<file path="config.mk">
export PLATFORM = sky130hd
export DESIGN_NAME = dac_serial_sched
export DESIGN_NICKNAME = d
export VERILOG_FILES = /design/src/rtl/dac_serial_sched.sv
export SDC_FILE = /design/constraint.sdc
export NUM_CORES = 1
export LEC_CHECK = 0
export BUFFER_PORTS_ARGS = -buffer_cell sky130_fd_sc_hd__buf_2
export CAP_MARGIN = 20
export CORE_ASPECT_RATIO = 0.5
export CORE_MARGIN = 2
export CORE_UTILIZATION = 27
export CTS_BUF_LIST = sky130_fd_sc_hd__clkbuf_2
export DETAILED_ROUTE_END_ITERATION = 16
export GPL_TIMING_DRIVEN = 0
export PLACE_DENSITY = 0.58
export SLEW_MARGIN = 5
export SYNTH_ARGS = -nofsm -noshare
export SYNTH_HDL_FRONTEND = slang
export SYNTH_SLANG_ARGS = --single-unit
</file>
<file path="constraint.sdc">
create_clock -name clk -period 3.6 [get_ports clk]
set_input_delay 0.54 -clock clk [delete_from_list [all_inputs] [get_ports clk]]
set_output_delay 0.54 -clock clk [all_outputs]
set_load 0.01 [all_outputs]
</file>
<file path="src/rtl/dac_serial_sched.sv">
// Shares one serial DAC link between a sample stream (A) and config writes (B):
// round-robin grant, ack pulse, CS-framed MSB-first word, fixed inter-frame gap.
module dac_serial_sched #(
  parameter int DIV_HALF = 2,
  parameter int WORD_W   = 16,
  parameter int IDLE_GAP = 2
) (
  input  logic              clk,
  input  logic              rst_n,
  input  logic              req_a,
  input  logic [WORD_W-1:0] data_a,
  output logic              ack_a,
  input  logic              req_b,
  input  logic [WORD_W-1:0] data_b,
  output logic              ack_b,
  output logic              sclk,
  output logic              cs_n,
  output logic              sdo,
  output logic              busy,
  output logic              frame_done
);

  localparam int DIV_W   = (DIV_HALF > 1) ? $clog2(DIV_HALF) : 1;
  localparam int CNT_MAX = (WORD_W > 2 * IDLE_GAP) ? WORD_W : 2 * IDLE_GAP;
  localparam int CNT_W   = $clog2(CNT_MAX + 1);
  localparam logic [DIV_W-1:0] DIV_LAST  = DIV_W'(DIV_HALF - 1);
  localparam logic [CNT_W-1:0] BITS_LAST = CNT_W'(WORD_W);
  localparam logic [CNT_W-1:0] GAP_LAST  = CNT_W'(2 * IDLE_GAP - 1);

  typedef enum logic [1:0] {S_IDLE, S_LEAD, S_SHIFT, S_GAP} state_t;

  state_t            state_q, state_d;
  logic [DIV_W-1:0]  div_q, div_d;
  logic [CNT_W-1:0]  cnt_q, cnt_d;
  logic [WORD_W-1:0] shreg_q, shreg_d;
  logic              last_b_q, last_b_d;
  logic              sclk_q, sclk_d;
  logic              cs_n_q, cs_n_d;
  logic              sdo_q, sdo_d;
  logic              ack_a_q, ack_a_d;
  logic              ack_b_q, ack_b_d;
  logic              busy_q, busy_d;
  logic              done_q, done_d;
  logic              tick;
  logic              grant_a;

  always_comb begin
    state_d  = state_q;
    cnt_d    = cnt_q;
    shreg_d  = shreg_q;
    last_b_d = last_b_q;
    sclk_d   = sclk_q;
    cs_n_d   = cs_n_q;
    sdo_d    = sdo_q;
    busy_d   = busy_q;
    ack_a_d  = 1'b0;
    ack_b_d  = 1'b0;
    done_d   = 1'b0;
    grant_a  = 1'b0;
    tick     = (state_q != S_IDLE) && (div_q == DIV_LAST);
    div_d    = (state_q == S_IDLE || tick) ? '0 : div_q + 1'b1;

    case (state_q)
      S_IDLE: begin
        if (req_a || req_b) begin
          // On a tie the requester that did not win last time goes first.
          grant_a  = req_a && (!req_b || last_b_q);
          shreg_d  = grant_a ? data_a : data_b;
          sdo_d    = grant_a ? data_a[WORD_W-1] : data_b[WORD_W-1];
          last_b_d = !grant_a;
          ack_a_d  = grant_a;
          ack_b_d  = !grant_a;
          busy_d   = 1'b1;
          cs_n_d   = 1'b0;
          sclk_d   = 1'b0;
          cnt_d    = '0;
          state_d  = S_LEAD;
        end
      end
      S_LEAD: begin
        if (tick) begin
          sclk_d  = 1'b1;
          cnt_d   = CNT_W'(1);
          state_d = S_SHIFT;
        end
      end
      S_SHIFT: begin
        if (tick) begin
          if (sclk_q) begin
            // Falling edge: present the next bit (zeros after the last one).
            sclk_d  = 1'b0;
            shreg_d = {shreg_q[WORD_W-2:0], 1'b0};
            sdo_d   = shreg_q[WORD_W-2];
          end else if (cnt_q == BITS_LAST) begin
            cs_n_d  = 1'b1;
            sdo_d   = 1'b0;
            cnt_d   = '0;
            state_d = S_GAP;
          end else begin
            sclk_d = 1'b1;
            cnt_d  = cnt_q + 1'b1;
          end
        end
      end
      S_GAP: begin
        if (tick) begin
          if (cnt_q == GAP_LAST) begin
            busy_d  = 1'b0;
            done_d  = 1'b1;
            cnt_d   = '0;
            state_d = S_IDLE;
          end else begin
            cnt_d = cnt_q + 1'b1;
          end
        end
      end
      default: state_d = S_IDLE;
    endcase
  end

  always_ff @(posedge clk or negedge rst_n) begin
    if (!rst_n) begin
      state_q  <= S_IDLE;
      div_q    <= '0;
      cnt_q    <= '0;
      shreg_q  <= '0;
      last_b_q <= 1'b1;
      sclk_q   <= 1'b0;
      cs_n_q   <= 1'b1;
      sdo_q    <= 1'b0;
      ack_a_q  <= 1'b0;
      ack_b_q  <= 1'b0;
      busy_q   <= 1'b0;
      done_q   <= 1'b0;
    end else begin
      state_q  <= state_d;
      div_q    <= div_d;
      cnt_q    <= cnt_d;
      shreg_q  <= shreg_d;
      last_b_q <= last_b_d;
      sclk_q   <= sclk_d;
      cs_n_q   <= cs_n_d;
      sdo_q    <= sdo_d;
      ack_a_q  <= ack_a_d;
      ack_b_q  <= ack_b_d;
      busy_q   <= busy_d;
      done_q   <= done_d;
    end
  end

  assign ack_a      = ack_a_q;
  assign ack_b      = ack_b_q;
  assign sclk       = sclk_q;
  assign cs_n       = cs_n_q;
  assign sdo        = sdo_q;
  assign busy       = busy_q;
  assign frame_done = done_q;

endmodule

</file>
==> results.txt <==
Post-Place Worst Slack: 1.37 ns
hold-fix buffers at CTS: 0
die footprint: 0.00760 mm^2
critical path's largest stage delay: 0.45 ns
CTS tree: built
antenna viol nets, final: 0
# nets final: 291
share of layout cells above drive strength 1: 26.5%
critical path fanouts, max: 10
port bufs: 42
Final Max Slew Viols: 0
# diodes: 0
Leak: 0.974 nW
Site Rows: 21
Starting Density: 27.8%
crit path DAT: 2.51 ns
Unique masters post-synth: 42
Netlist Area Pre-Place: 0.00186 mm^2
post_cts resized: 0
CTS Buf Count: 5
Tightest Pin Transition: 0.696 ns
# IOs: 43
maximum VDD drop: 95.1 uV
TNS Setup: 0 ns
Worst Clk Skew: 0.0155 ns
top-area cell type share of the netlist area: 39.1%
HP Class: input port to asynchronous set/reset pin
Synth Register Bits: 31
Setup violations, final: 0
CTS Sinks: 31
status: completed
gpl congestion: 0.763
clk buf depth: 2
Yosys warning count: 0
number of flops mapped to enable cells by yosys: 0
Worst setup SP type: register
Tcrit/Tclk final: 62.2%
fin area: 0.00225 mm^2
routed vias/inst: 4.80
top-count cell post-synth: dfrtp_1
remaining global-route overflow: 0
DP Area: 0.00218 mm^2
via count: 1636
Wirelength per Cell: 13.1 um
DRT Pass-1 Iters: 4
Max Freq: 447 MHz
CP Capture Type: register
Relative slew margins: 53.6%
Seq/Total Area, Yosys: 41.9%
gr usage total: 12.5%
drt total wl: 4.47 mm
largest net degree at the start of global routing: 32
minimum clock period: 2.24 ns
dominant cell type by area after synthesis: dfrtp_1
clk_lat worst skew: 0.36 ns
first-iteration detailed-routing DRC count: 87
RSZ-0062 raised after global routing: no
Worst-path clk slew: 0.17 ns
post-synth net total: 242
post-synthesis async set-or-reset flop share: 100%
DRC viols: 0
worst path required time: 3.88 ns
Max Cap Viol: 0
post-synthesis average cell area: 9.33 um^2
WS Path Type: register to register
setup bufs post-CTS: 0
PwrDens: 282 mW/mm^2
fin worst setup slack: 1.36 ns
first-pass GRT wire length: 7.66 mm
Die Y: 62.6 um
top cells by count, synth: dfrtp_1 (29), nor2_1 (25), nand2_1 (19)
die width: 121 um
H-tree depth: 2
Synth Instances: 199
initial antenna violation count: 0
worst path cell trace: inv_1 -> ha_1 -> clkbuf_1 -> nand2_1 -> o2111ai_1 -> buf_2 -> buf_2 -> nand2_1 -> o31ai_1
Post-DP HPWL: 3.47 mm
synthesis-to-layout area growth: 21.0%
Clk Tree Root Cell: clkbuf_2
Post-synth top flop: dfrtp_1
Synth area leaders: dfrtp_1 (39%), a211oi_1 (6.1%), o31ai_1 (6.1%)
Core ar.: 0.00667 mm^2
Final Hold Fails: 0
number of global-route vias before repair: 1588
crit path max-delay cell type: dfrtp_1
==> registers in the layout, indices dropped and copies added, names as in the netlist <==
name	count
shreg_q	15
sclk	1
div_q	1
cs_n	1
cnt_q	5
last_b_q	1
ack_a	1
sdo	1
frame_done	1
busy	1
ack_b	1
state_q	2
==> area by class of cell <==
type                    count  area [um^2]
fillers                   711         4430
plain buffers              12         51.3
clock buffers               5         25.0
inverters                  11         41.3
clock inverters             3         38.8
flip-flops and latches     31          778
repair buffers             42          210
well taps                  92          115
multi-input cells         145          986
==> placed cells by master (no fill, tap or decap), drive strengths merged, types with 2 or more instances in the layout <==
cell type,Yosys,layout
nor2b,2,2
nand2,19,19
a31oi,3,3
clkinv,0,2
a221o,2,2
inv,11,11
nand3,2,2
o31ai,15,15
a21oi,6,6
ha,7,7
a211oi,15,15
o21ai,5,5
a22o,2,2
nor2,25,25
mux2i,3,3
dfstp,2,2
buf,5,47
clkbuf,7,12
nand3b,2,2
nor3b,14,14
nor3,5,5
nand2b,2,2
mux2,3,3
dfrtp,29,29
==> per-stage QoR <==
step / power, mW / utilization [%] / hold slack, ns / instances
after floorplan: 0.370 / - / 0.244 / 199
after CTS: 0.641 / 33.7 / 0.217 / 341
final: 0.634 / 33.7 / 0.193 / 341
after detailed placement: 0.401 / 32.7 / 0.467 / 333
after global routing: 0.668 / 33.7 / 0.205 / 341
after global placement: 0.400 / 32.7 / 0.458 / 333
==> cells by family (layout without fill, tap and decap cells) <==
group                      Yosys count  in the layout  share of synthesized area, %
adders and majority gates            7              7                          4.72
buffers and inverters               23             73                          4.99
AOI/OAI and AO/OA                   55             55                          22.6
DFF                                 31             31                          41.9
muxes                                6              6                          3.44
and+or+nand+nor                     77             77                          22.4
==> critical path, delay by kind of cell (launching register included) <==
family,cells,cell delay (ns)
buffers and inverters,4,1.03
flip-flops,1,0.45
adder cells (fa/ha/maj),1,0.30
AO/OA/AOI/OAI,2,0.20
AND/OR/NAND/NOR,2,0.18
==> per-layer routing <==
metal	global-route usage (%)	share of wire, %	up-vias
li1	-	-	813
met1	17.6	49	793
met2	19.6	47	26
met3	2.55	3.4	4
met4	3.02	0.92	0
met5	0	0	-
==> worst paths after layout <==
check                           startpoint     endpoint  slack, ns  cells past startpoint
worst max-delay path            state_q[0]   shreg_q[9]       1.36                      9
worst min register to register  shreg_q[2]   shreg_q[2]       0.50                      2
max in group asynchronous            rst_n        ack_a       2.95                      1
min in group clk                     req_a     last_b_q       0.43                      2
worst max register to register  state_q[0]   shreg_q[9]       1.36                      9
worst min-delay path                 rst_n  shreg_q[11]       0.19                      1
==> report_power, final <==
part	switching [mW]	internal, mW
logic	0.0245	0.0207
clock network	0.125	0.114
registers	0	0.349
total	0.150	0.484
(Power assumes the default switching activity.)
